==> src/rtl/shade_stream_out_pkg.sv <==
// Shared definitions for the shading output stream: pixel format,
// default raster geometry and the FIFO head-room needed by the ray issuer.
package shade_stream_out_pkg;

  typedef struct packed {
    logic [7:0] r;
    logic [7:0] g;
    logic [7:0] b;
  } rgb888_t;

  localparam int PIX_WIDTH_DEF    = $bits(rgb888_t);
  localparam int IMG_W_DEF        = 640;
  localparam int IMG_H_DEF        = 480;
  localparam int FIFO_DEPTH_DEF   = 32;

  // Rays already in flight between issue and shade still land after
  // almost_full is seen, so the margin must cover that pipeline depth.
  localparam int SHADE_PIPE_DEPTH = 8;
  localparam int AF_MARGIN_DEF    = SHADE_PIPE_DEPTH;

  // Counter width that stays legal for a dimension of 1.
  function automatic int clog2_min1(input int v);
    return (v > 1) ? $clog2(v) : 1;
  endfunction

endpackage

==> src/rtl/shade_stream_out_sync_fifo_fwft.sv <==
// First-word-fall-through synchronous FIFO. Head entry is presented from
// the registered storage, so there is no path from write data to read data.
// Writes arriving while full are dropped and flagged, even if a read
// frees a slot in the same cycle.
module sync_fifo_fwft #(
  parameter int WIDTH = 24,
  parameter int DEPTH = 32
) (
  input  logic                     i_clk,
  input  logic                     i_rst,
  input  logic                     i_wr_en,
  input  logic [WIDTH-1:0]         i_wr_data,
  input  logic                     i_rd_en,
  output logic                     o_valid,
  output logic [WIDTH-1:0]         o_rd_data,
  output logic [$clog2(DEPTH):0]   o_count,
  output logic [$clog2(DEPTH):0]   o_count_nxt,
  output logic                     o_drop
);

  localparam int AW = $clog2(DEPTH);
  localparam int CW = AW + 1;

  logic [WIDTH-1:0] r_mem [DEPTH];
  logic [AW-1:0]    r_wr_ptr;
  logic [AW-1:0]    r_rd_ptr;
  logic [CW-1:0]    r_count;
  logic [CW-1:0]    w_count_nxt;
  logic             w_full;
  logic             w_push;
  logic             w_pop;

  assign w_full  = (r_count == CW'(DEPTH));
  assign w_push  = i_wr_en && !w_full;
  assign w_pop   = i_rd_en && (r_count != '0);
  assign o_drop  = i_wr_en && w_full;

  // Next occupancy from this cycle's push/pop pair.
  always_comb begin
    w_count_nxt = r_count;
    case ({w_push, w_pop})
      2'b10:   w_count_nxt = r_count + 1'b1;
      2'b01:   w_count_nxt = r_count - 1'b1;
      default: w_count_nxt = r_count;
    endcase
  end

  // Storage write; contents need no reset since pointers define validity.
  always_ff @(posedge i_clk) begin
    if (w_push) r_mem[r_wr_ptr] <= i_wr_data;
  end

  // Pointer and occupancy bookkeeping; pointers wrap naturally.
  always_ff @(posedge i_clk) begin
    if (i_rst) begin
      r_wr_ptr <= '0;
      r_rd_ptr <= '0;
      r_count  <= '0;
    end else begin
      if (w_push) r_wr_ptr <= r_wr_ptr + 1'b1;
      if (w_pop)  r_rd_ptr <= r_rd_ptr + 1'b1;
      r_count <= w_count_nxt;
    end
  end

  assign o_valid     = (r_count != '0);
  assign o_rd_data   = o_valid ? r_mem[r_rd_ptr] : '0;
  assign o_count     = r_count;
  assign o_count_nxt = w_count_nxt;

endmodule

==> src/rtl/shade_stream_out.sv <==
// Output end of the shading pipeline: buffers non-stallable shaded pixels
// and presents them as an AXI4-Stream video master with raster-derived
// start-of-frame (tuser) and end-of-line (tlast) markers.
module shade_stream_out
  import shade_stream_out_pkg::*;
#(
  parameter int PIX_WIDTH  = PIX_WIDTH_DEF,
  parameter int IMG_W      = IMG_W_DEF,
  parameter int IMG_H      = IMG_H_DEF,
  parameter int FIFO_DEPTH = FIFO_DEPTH_DEF,
  parameter int AF_MARGIN  = AF_MARGIN_DEF
) (
  input  logic                          i_clk,
  input  logic                          i_rst,
  input  logic [PIX_WIDTH-1:0]          i_pix_in,
  input  logic                          i_pix_valid,
  output logic                          o_almost_full,
  output logic                          o_overflow,
  output logic [$clog2(FIFO_DEPTH):0]   o_fifo_level,
  output logic [PIX_WIDTH-1:0]          o_m_axis_tdata,
  output logic                          o_m_axis_tvalid,
  input  logic                          i_m_axis_tready,
  output logic                          o_m_axis_tuser,
  output logic                          o_m_axis_tlast
);

  localparam int XW       = clog2_min1(IMG_W);
  localparam int YW       = clog2_min1(IMG_H);
  localparam int CW       = $clog2(FIFO_DEPTH) + 1;
  localparam int AF_LEVEL = FIFO_DEPTH - AF_MARGIN;

  logic [XW-1:0]        r_x;
  logic [YW-1:0]        r_y;
  logic                 r_almost_full;
  logic                 r_overflow;
  logic                 w_valid;
  logic [PIX_WIDTH-1:0] w_head;
  logic [CW-1:0]        w_count;
  logic [CW-1:0]        w_count_nxt;
  logic                 w_drop;
  logic                 w_pop;
  logic                 w_x_last;
  logic                 w_y_last;

  sync_fifo_fwft #(
    .WIDTH (PIX_WIDTH),
    .DEPTH (FIFO_DEPTH)
  ) u_fifo (
    .i_clk       (i_clk),
    .i_rst       (i_rst),
    .i_wr_en     (i_pix_valid),
    .i_wr_data   (i_pix_in),
    .i_rd_en     (i_m_axis_tready),
    .o_valid     (w_valid),
    .o_rd_data   (w_head),
    .o_count     (w_count),
    .o_count_nxt (w_count_nxt),
    .o_drop      (w_drop)
  );

  assign w_pop    = w_valid && i_m_axis_tready;
  assign w_x_last = (r_x == XW'(IMG_W - 1));
  assign w_y_last = (r_y == YW'(IMG_H - 1));

  // Raster position of the pixel at the FIFO head; advances only on transfer.
  always_ff @(posedge i_clk) begin
    if (i_rst) begin
      r_x <= '0;
      r_y <= '0;
    end else if (w_pop) begin
      if (w_x_last) begin
        r_x <= '0;
        r_y <= w_y_last ? '0 : r_y + 1'b1;
      end else begin
        r_x <= r_x + 1'b1;
      end
    end
  end

  // Back-pressure flag from post-update occupancy, and sticky drop flag.
  always_ff @(posedge i_clk) begin
    if (i_rst) begin
      r_almost_full <= 1'b0;
      r_overflow    <= 1'b0;
    end else begin
      r_almost_full <= (w_count_nxt >= CW'(AF_LEVEL));
      if (w_drop) r_overflow <= 1'b1;
    end
  end

  assign o_almost_full   = r_almost_full;
  assign o_overflow      = r_overflow;
  assign o_fifo_level    = w_count;
  assign o_m_axis_tvalid = w_valid;
  assign o_m_axis_tdata  = w_head;
  assign o_m_axis_tuser  = w_valid && (r_x == '0) && (r_y == '0);
  assign o_m_axis_tlast  = w_valid && w_x_last;

endmodule

==> config.mk <==
export PLATFORM = sky130hd
export DESIGN_NAME = shade_stream_out
export DESIGN_NICKNAME = d
export VERILOG_FILES = /design/src/rtl/shade_stream_out_pkg.sv /design/src/rtl/shade_stream_out_sync_fifo_fwft.sv /design/src/rtl/shade_stream_out.sv
export SDC_FILE = /design/constraint.sdc
export NUM_CORES = 1
export LEC_CHECK = 0
export CORE_MARGIN = 2
export CORE_UTILIZATION = 45
export CTS_CLUSTER_DIAMETER = 50
export DETAILED_ROUTE_END_ITERATION = 12
export DONT_BUFFER_PORTS = 1
export PLACE_DENSITY = 0.6
export SYNTH_ARGS = -nofsm -noshare
export SYNTH_HDL_FRONTEND = slang
export SYNTH_HIERARCHICAL = 1
export SYNTH_SLANG_ARGS = --single-unit
==> constraint.sdc <==
create_clock -name i_clk -period 7.1 [get_ports i_clk]
set_clock_uncertainty 0.15 [all_clocks]
set_input_delay 1.775 -clock i_clk [delete_from_list [all_inputs] [get_ports i_clk]]
set_output_delay 1.775 -clock i_clk [all_outputs]
set_load 0.03 [all_outputs]
== Yosys cells after proc, flatten, opt, wreduce, memory -nomap -nowiden ==
Memory sizes are Yosys's and may differ from the RTL's. A register that Yosys moved wholly into a read port is not among the register bits.
Cells that the tools add are included.

* Add/subtract/negate cells: 6
* $lt $le $gt $ge: 1
* Eq/ne operators: 5
* Muxes and demuxes: 8
* Reduce and logical (&&, ||, !) cells: 11

{| class="wikitable"
|+ Operators by type and width
! cell !! number
|-
| 24-bit two-way mux || 1
|-
| 6-bit case mux with 2 select lines || 1
|-
| 10-bit by 1-bit adder with 10-bit output, second input constant || 1
|-
| 5-bit by 1-bit adder with 5-bit output, second input constant || 2
|-
| 10-bit == test, second input constant || 1
|-
| 10-bit zero test || 1
|-
| 10-bit two-way mux || 1
|-
| 5-bit two-way mux || 2
|-
| 9-bit by 1-bit adder with 9-bit output, second input constant || 1
|-
| 9-bit == test, second input constant || 1
|-
| 9-bit zero test || 1
|-
| 9-bit two-way mux || 1
|-
| 6-bit by 1-bit adder with 6-bit output, second input constant || 1
|-
| 6-bit == test, second input constant || 1
|-
| 6-bit by 5-bit greater-or-equal comparator with 1-bit output, second input constant || 1
|-
| 1-bit logical AND || 6
|-
| 6-bit nonzero test || 1
|-
| 6-bit by 1-bit subtractor with 6-bit output, second input constant || 1
|-
| 2-bit by 1-bit == test with 1-bit output, second input constant || 1
|-
| 2-bit == test, second input constant || 1
|-
| 1-bit two-way mux || 2
|-
| 2-bit AND reduction || 1
|-
| 1-bit zero test || 1
|}

* Flip-flop bits (word level): 37
* Memory bits (writable): 768
* Input bits: 28
* Output and inout bits: 35
* Logic and storage cells: 39
* Memories: 1

{| class="wikitable"
|+ Memories
! name !! depth !! bits a word !! read ports !! clocked after memory_dff !! write ports !! line !! RTL
|-
| u_fifo.r_mem || 32 || 24 || 1 || 1 || 1 || shade_stream_out_sync_fifo_fwft.sv:24 || <nowiki>logic [WIDTH-1:0] r_mem [DEPTH];</nowiki>
|}

== Longest topological paths before layout ==
Gate-level depths: netlist of run 1.

* Depth after elaboration: 6
* Mapped depth: 13
* Gate-level depth less buffers: 11

== Cells and area by module ==
The synthesis of run 1 kept the hierarchy.

{| class="wikitable"
|+ Modules (own cells, without submodules)
! module !! instances !! cells an instance !! area each (µm²) !! sequential area each (µm²)
|-
| sync_fifo_fwft || 1 || 1,426 || 30,616.9 || 23,482.5
|-
| shade_stream_out || 1 || 127 || 1,102.3 || 420.4
|}

== Least setup slack after synthesis of run 1 ==
OpenSTA, ideal clock, no wires.

* Path kind: flip-flop to output port
* Start: register u_fifo.r_count[2], in the netlist u_fifo/o_count[2]
* End: output o_m_axis_tuser
* Arrival: 2.526 ns
* Data required time: 5.175 ns
* Setup slack: 2.649 ns
* Stages on the path, launching flop included: 7
* Path through: dfxtp_1 buf_2 or4_4 or3_1 and4b_1 nand3_1 nor4_1

* Word-level cells in the longest chain between the ends: 3

{| class="wikitable"
|+ RTL lines
! what !! line !! RTL
|-
| start, declared || shade_stream_out_sync_fifo_fwft.sv:27 || <nowiki>logic [CW-1:0] r_count;</nowiki>
|-
| start signal, assigned || shade_stream_out_sync_fifo_fwft.sv:62 || <nowiki>r_count <= w_count_nxt;</nowiki>
|-
| 6-bit nonzero test || shade_stream_out_sync_fifo_fwft.sv:66 || <nowiki>assign o_valid = (r_count != '0);</nowiki>
|-
| via o_m_axis_tvalid || shade_stream_out.sv:21 || <nowiki>output logic o_m_axis_tvalid,</nowiki>
|-
| 1-bit logical AND (2 in a row) || shade_stream_out.sv:96 || <nowiki>assign o_m_axis_tuser = w_valid && (r_x == '0) && (r_y == '0);</nowiki>
|-
| end, declared || shade_stream_out.sv:23 || <nowiki>output logic o_m_axis_tuser,</nowiki>
|}

The timed path passes the listed nets, and every way through them passes these cells.

== Worst setup path in the final report of run 1 ==
* Start: register u_fifo.r_count[3], in the netlist u_fifo/o_count[3]
* End: output o_m_axis_tdata[21]

* Word-level cells in the longest chain between the ends: 2

{| class="wikitable"
|+ RTL lines
! what !! line !! RTL
|-
| 6-bit nonzero test || shade_stream_out_sync_fifo_fwft.sv:66 ||
|-
| via o_m_axis_tvalid || shade_stream_out.sv:21 ||
|-
| 24-bit two-way mux || shade_stream_out_sync_fifo_fwft.sv:67 || <nowiki>assign o_rd_data = o_valid ? r_mem[r_rd_ptr] : '0;</nowiki>
|-
| end, declared || shade_stream_out.sv:20 || <nowiki>output logic [PIX_WIDTH-1:0] o_m_axis_tdata,</nowiki>
|}

The timed path passes the listed nets, and every way through them passes these cells.

==> impl_metrics.toml, run 1 <==
[status]
status = "completed"

[routing]
viasPerCell = 5.960
ant_nets = 0
vias = 15510
firstDrtPassIters = 7
mean_routed_wirelength_per_cell_um = 29.22
detailed_router_s_first_iteration_violation_count = 1346
route.final.wire_length_um = 76070
drt_drc_violations_left = 0

[layout]
layout-area-overhead-vs-synth_pct = 13.84
final.fill_count = 5520
utilization_pct = 51.65
final_net_count = 1634
mostFrequentLayoutCells = "sky130_fd_sc_hd__edfxtp_1, sky130_fd_sc_hd__mux4_2, sky130_fd_sc_hd__clkbuf_16, sky130_fd_sc_hd__nor2_1, sky130_fd_sc_hd__a21oi_1"
fin_cells = 2603
most_common_cell_after_layout_fill_and_taps_aside = "sky130_fd_sc_hd__edfxtp_1"
drive_above_1_share_pct = 27.56

[worst_hold_path]
whs_path_depth = 2
holdPathEnd = "r_y[0]$_SDFFE_PP0P_"
worst_hold_path_type = "reg2reg"
min_from = "r_y[0]$_SDFFE_PP0P_"

[flow_run]
maxCapViolations = 0

[timing]
worst_slew_pin_slew_ns = 1.326
rsz0062_at_grt = "no"
layout_min_cycle_time_ns = 6.081
fmaxAchievable_mhz = 164.5
finalHoldWorstSlack_ns = 0.3513
fin_tns_setup_ns = 0
setup-violations-final = 0
timing.final.crit_share_pct = 85.65
slew_viol_final = 0
relSlewSlack_pct = 11.62
finalHoldViolCount = 0

[critical_path]
cp_data_required_time_ns = 5.18
critPathCaptureType = "primary output"
worstReg2RegEnd = "u_fifo/r_mem[23][0]$_DFFE_PP_"
crit_path_max_fanout = 24
worst-endpoint-arrival_ns = 4.16
setup_slack_reg_to_reg_ns = 3.29
timing.critical_path.from_type = "register"
worst_r2r_path_depth = 4
regToRegStartpoint = "u_fifo/o_count[3]$_SDFF_PP0_"
critical_path_class = "reg2out"

[global_route]
first_global_vias = 15660
grt_pass1_wl_um = 110700
grt.total_usage_pct = 21.13
pin_count_of_the_biggest_net_entering_global_routing = 56
global_route.overflow_total = 0
antenna_found_initial = 1

[clocking]
clock_tree_buffer_depth = 3
clk_transition_reported_paths_ns = 0.05
clockRootBuffer = "sky130_fd_sc_hd__clkbuf_16"
clock_latency_of_the_later_clocked_register_in_the_worst_skew_pair_ns = 0.63
tritoncts_clock_tree = "built"
clock_sinks = 810
postCtsSetupBuffers = 0
cts_hold_buffers = 0
cts_htree_levels = 3
cts_repair_resize_count = 0
cts_inserted_buffers = 88

[placed_design]
hpwl_um = 43190
post-place-cells = 2445
place.gp.congestion = 0.8010
port_buffers = 0

[floorplan]
num_rows = 97
floorplan.die.width_um = 269.5
io_pins = 63
core_um2 = 69910
die_area_um2 = 72620
initial_utilization_pct = 45.37
fp.dieH_um = 269.5

[pwr]
power.leakage_nw = 10.97
power_density_nw_per_um2 = 342.6
irDropWorstVdd_mv = 0.3004

[synth]
synthesis.area_per_instance_um2 = 20.44
postSynthCellCount = 1552
synth-warning-count = 6
post_synth_instance_area_um2 = 31720
net_count_after_synthesis = 1591
-- worst max path at each step --
stage,from,end,cells after the start
after floorplan,u_fifo/o_count[2]$_SDFF_PP0_,o_m_axis_tuser,6
after global placement,u_fifo/o_count[3]$_SDFF_PP0_,o_m_axis_tdata[21],4
after detailed placement,u_fifo/o_count[3]$_SDFF_PP0_,o_m_axis_tdata[21],4
after CTS,u_fifo/o_count[3]$_SDFF_PP0_,o_m_axis_tdata[21],4
after global routing,u_fifo/o_count[3]$_SDFF_PP0_,o_m_axis_tdata[8],4
final,u_fifo/o_count[3]$_SDFF_PP0_,o_m_axis_tdata[21],4
-- layout make-up --
type                    instances  area, um2  area share [%]
well taps                     940       1176           3.257
clock buffers                 102       2297           6.362
inverters                      11      41.29          0.1144
multi-input cells             643       7617           21.10
diodes                          1      2.502        0.006931
repair buffers                 41      370.4           1.026
clock inverters                55      683.2           1.892
flip-flops and latches        810      23920           66.24
-- worst max-delay path, stage by stage, from the launching register on --
cell and delay (ns):
sky130_fd_sc_hd__dfxtp_1 0.71, sky130_fd_sc_hd__or4_4 0.28, sky130_fd_sc_hd__or3_1 0.47, sky130_fd_sc_hd__nand2b_1 0.84, sky130_fd_sc_hd__o22ai_1 1.22
-- metrics by stage --
step / instance area, um2 / setup WS (ns) / power (mW)
4_1_cts: 36100 / 1.096 / 12.48
2_1_floorplan: 31720 / 2.649 / 7.249
3_3_place_gp: 33120 / 1.868 / 7.759
5_1_grt: 36100 / 0.9187 / 12.80
6_report: 36110 / 1.019 / 12.37
3_5_place_dp: 33120 / 1.775 / 7.795
-- registers in the layout, indices dropped and copies added, names as in the netlist, named ones only --
register         flops
r_x                 10
o_almost_full        1
u_fifo/r_rd_ptr      5
o_overflow           1
u_fifo/o_count       6
u_fifo/r_wr_ptr      5
r_y                  9
u_fifo/r_mem       768
-- per-layer routing --
| metal | vias up | track usage (%) | wire length, um |
|---|---|---|---|
| li1 | 6474 | - | - |
| met1 | 8436 | 29.55 | 32840 |
| met2 | 497 | 33.18 | 36110 |
| met3 | 106 | 5.566 | 5638 |
| met4 | 0 | 5.541 | 1478 |
| met5 | - | 0 | 0 |
-- where the power goes --
part	switching, mW	leakage, nW	internal, mW
sequential	0.170	7.26	5.33
clock	1.85	1.45	2.84
combinational	1.30	2.25	0.892
total	3.31	11.0	9.06
Note: power is estimated with default switching activity, not from simulation.
==> run 2, diff against run 1 <==
--- a/config.mk
+++ b/config.mk
@@ -9,4 +9,5 @@
 export CORE_UTILIZATION = 45
 export CTS_CLUSTER_DIAMETER = 50
+export CTS_CLUSTER_SIZE = 10
 export DETAILED_ROUTE_END_ITERATION = 12
 export DONT_BUFFER_PORTS = 1
--- a/constraint.sdc
+++ b/constraint.sdc
@@ -3,3 +3,3 @@
 set_input_delay 1.775 -clock i_clk [delete_from_list [all_inputs] [get_ports i_clk]]
 set_output_delay 1.775 -clock i_clk [all_outputs]
-set_load 0.03 [all_outputs]
+set_load 0.02 [all_outputs]
==> run 2 against run 1 <==
  * Count of clock-buffer cells in the layout is 19 higher
  * Non-clock buffer count is 13 higher
  * Global-route usage is 0.39 points higher
  * Design area hardly changed
  * Critical endpoint is now o_m_axis_tdata[15]
  * Critical path type unchanged
  * Highest routed layer unchanged
  * Via count is 0.20% lower
  * Sequential share of layout area is 0.050 points higher
==> impl_metrics.toml, run 2 (same netlist as run 1, synthesis figures left out) <==
[timing]
fin_tns_setup_ns = 0
rsz0062_at_grt = "no"
fmaxAchievable_mhz = 176.8
setup-violations-final = 0
layout_min_cycle_time_ns = 5.658
relSlewSlack_pct = 26.50
timing.final.crit_share_pct = 79.69
worst_slew_pin_slew_ns = 1.103
finalHoldViolCount = 0
slew_viol_final = 0

[floorplan]
num_rows = 97
core_um2 = 69910
die_area_um2 = 72620
io_pins = 63
floorplan.die.width_um = 269.5
initial_utilization_pct = 45.37
fp.dieH_um = 269.5

[global_route]
global_route.overflow_total = 0
pin_count_of_the_biggest_net_entering_global_routing = 64
antenna_found_initial = 1
first_global_vias = 15700
grt.total_usage_pct = 21.52
grt_pass1_wl_um = 111900

[layout]
layout-area-overhead-vs-synth_pct = 13.76
mostFrequentLayoutCells = "sky130_fd_sc_hd__edfxtp_1, sky130_fd_sc_hd__mux4_2, sky130_fd_sc_hd__clkbuf_16, sky130_fd_sc_hd__nor2_1, sky130_fd_sc_hd__a21oi_1"
most_common_cell_after_layout_fill_and_taps_aside = "sky130_fd_sc_hd__edfxtp_1"
largest_registers = "u_fifo/r_mem: 768 flops, r_x: 10 flops, r_y: 9 flops"
largest_register_ffs = 768
largest_register = "u_fifo/r_mem"
drive_above_1_share_pct = 27.64
post-route-cell-area_um2 = 36080
final.fill_count = 5554
seq_area_um2 = 23920
multi_input_area_um2 = 7622
final_net_count = 1655

[flow_run]
maxCapViolations = 0

[clocking]
clockRootBuffer = "sky130_fd_sc_hd__clkbuf_16"
cts_repair_resize_count = 0
clock_tree_buffer_depth = 3
clk_transition_reported_paths_ns = 0.05
tritoncts_clock_tree = "built"
postCtsSetupBuffers = 0
clock_sinks = 810
cts_inserted_buffers = 96
cts_hold_buffers = 0
clock_latency_of_the_later_clocked_register_in_the_worst_skew_pair_ns = 0.64
cts_htree_levels = 3

[critical_path]
worst_path_cell_chain = "or4_4 -> or3_1 -> nand2_2 -> o22ai_1"
worst_path_max_delay_cell = "sky130_fd_sc_hd__o22ai_1"
worst_r2r_path_depth = 5
crit_path_max_fanout = 24
critPathCaptureType = "primary output"
critical_path_class = "reg2out"
slowest_delay_ns = 1.06
cp_data_required_time_ns = 5.18
worstReg2RegEnd = "u_fifo/r_mem[31][0]$_DFFE_PP_"
worst-endpoint-arrival_ns = 3.73
regToRegStartpoint = "u_fifo/o_count[3]$_SDFF_PP0_"
crit_buf_inv = 0
timing.critical_path.from_type = "register"
crit_path_start = "u_fifo/o_count[3]$_SDFF_PP0_"
setup_slack_reg_to_reg_ns = 3.43
cp_num_cells = 4
worst_setup_path_endpoint = "o_m_axis_tdata[15]"
family_of_cells_with_the_greatest_summed_delay_on_the_critical_path = "simple AND/OR/NAND/NOR gates"

[pwr]
power.leakage_nw = 10.97
swShare_pct = 26.43
power_density_nw_per_um2 = 336.7
power_frac_clock_pct = 36.9
power.combinational.fraction_pct = 17.8
cell_internal_pwr_mw = 8.937
power.net_switching_mw = 3.210
irDropWorstVdd_mv = 0.2566
seq_power_share_pct = 45.3

[placed_design]
hpwl_um = 43910
port_buffers = 0
post_dp_cell_area_um2 = 33250
place.gp.congestion = 0.7748

[routing]
vias = 15480
detailed_router_s_first_iteration_violation_count = 1477
mean_routed_wirelength_per_cell_um = 29.71
route.final.wire_length_um = 77190
viasPerCell = 5.959
firstDrtPassIters = 5
drt_drc_violations_left = 0
ant_nets = 0

[status]
status = "completed"

[worst_hold_path]
worst_hold_path_type = "reg2reg"
run 2: cell count changes in the layout (fill, tap and decap cells not counted), moves of 3 or more:
cell                        delta
sky130_fd_sc_hd__clkinv_1     -13
sky130_fd_sc_hd__buf_4        +11
sky130_fd_sc_hd__clkbuf_1     +10
sky130_fd_sc_hd__bufinv_16     -9
sky130_fd_sc_hd__clkbuf_16     +8
sky130_fd_sc_hd__clkinv_4      -5
sky130_fd_sc_hd__inv_6         -5
sky130_fd_sc_hd__clkinv_2      -4
sky130_fd_sc_hd__inv_8         -3
run 2: how the worst min path moves through the flow:
stage                              startpoint                   to  slack (ns)  cells past startpoint
after floorplan           r_y[8]$_SDFFE_PP0P_  r_y[8]$_SDFFE_PP0P_        0.32                      2
after global placement    r_x[0]$_SDFFE_PP0P_  r_x[0]$_SDFFE_PP0P_        0.33                      2
after detailed placement  r_y[8]$_SDFFE_PP0P_  r_y[8]$_SDFFE_PP0P_        0.34                      2
after CTS                 r_y[0]$_SDFFE_PP0P_  r_y[0]$_SDFFE_PP0P_        0.35                      2
after global routing      r_y[1]$_SDFFE_PP0P_  r_y[1]$_SDFFE_PP0P_        0.38                      2
final                     r_y[8]$_SDFFE_PP0P_  r_y[8]$_SDFFE_PP0P_        0.35                      2
run 2: area by class of cell:
type / count / area share, %
Timing Repair Buffer: 54 / 1.366
Antenna cell: 1 / 0.006936
Multi-Input combinational cell: 643 / 21.13
Tap cell: 940 / 3.260
Clock buffer: 121 / 7.064
Clock inverter: 18 / 0.7664
Sequential cell: 810 / 66.29
Inverter: 11 / 0.1144
run 2: layer usage:
layer  track usage, %  wire length (um)
met5                0                 0
met4            5.512              1557
met3            5.201              5400
met2            34.39             37080
met1            29.94             33150
run 2: worst min-delay path, stage by stage, from the launching register on:
cell,delay (ns)
sky130_fd_sc_hd__dfxtp_1,0.32
sky130_fd_sc_hd__o21ai_0,0.07
sky130_fd_sc_hd__a21oi_1,0.06
run 2: power by group through the flow:
| stage | clock network, mW | registers [mW] | logic [mW] |
|---|---|---|---|
| global route | 4.75 | 5.52 | 2.31 |
| floorplan | 0 | 5.48 | 1.65 |
| CTS | 4.57 | 5.51 | 2.18 |
| detailed placement | 0 | 5.60 | 2.18 |
| global placement | 0 | 5.60 | 2.12 |
| finish | 4.48 | 5.50 | 2.16 |
run 2: per-stage QoR:
step                      util, %  setup WS, ns  hold WS (ns)  total power, mW  std cells
after floorplan                 -         2.885        0.3165            7.129       1552
after global placement      47.53         1.286        0.3285            7.724       2457
after detailed placement    47.56         2.114        0.3369            7.783       2458
after CTS                   51.61         1.432        0.3466            12.26       2597
after global routing        51.61         1.261        0.3846            12.58       2597
final                       51.61         1.442        0.3461            12.15       2598
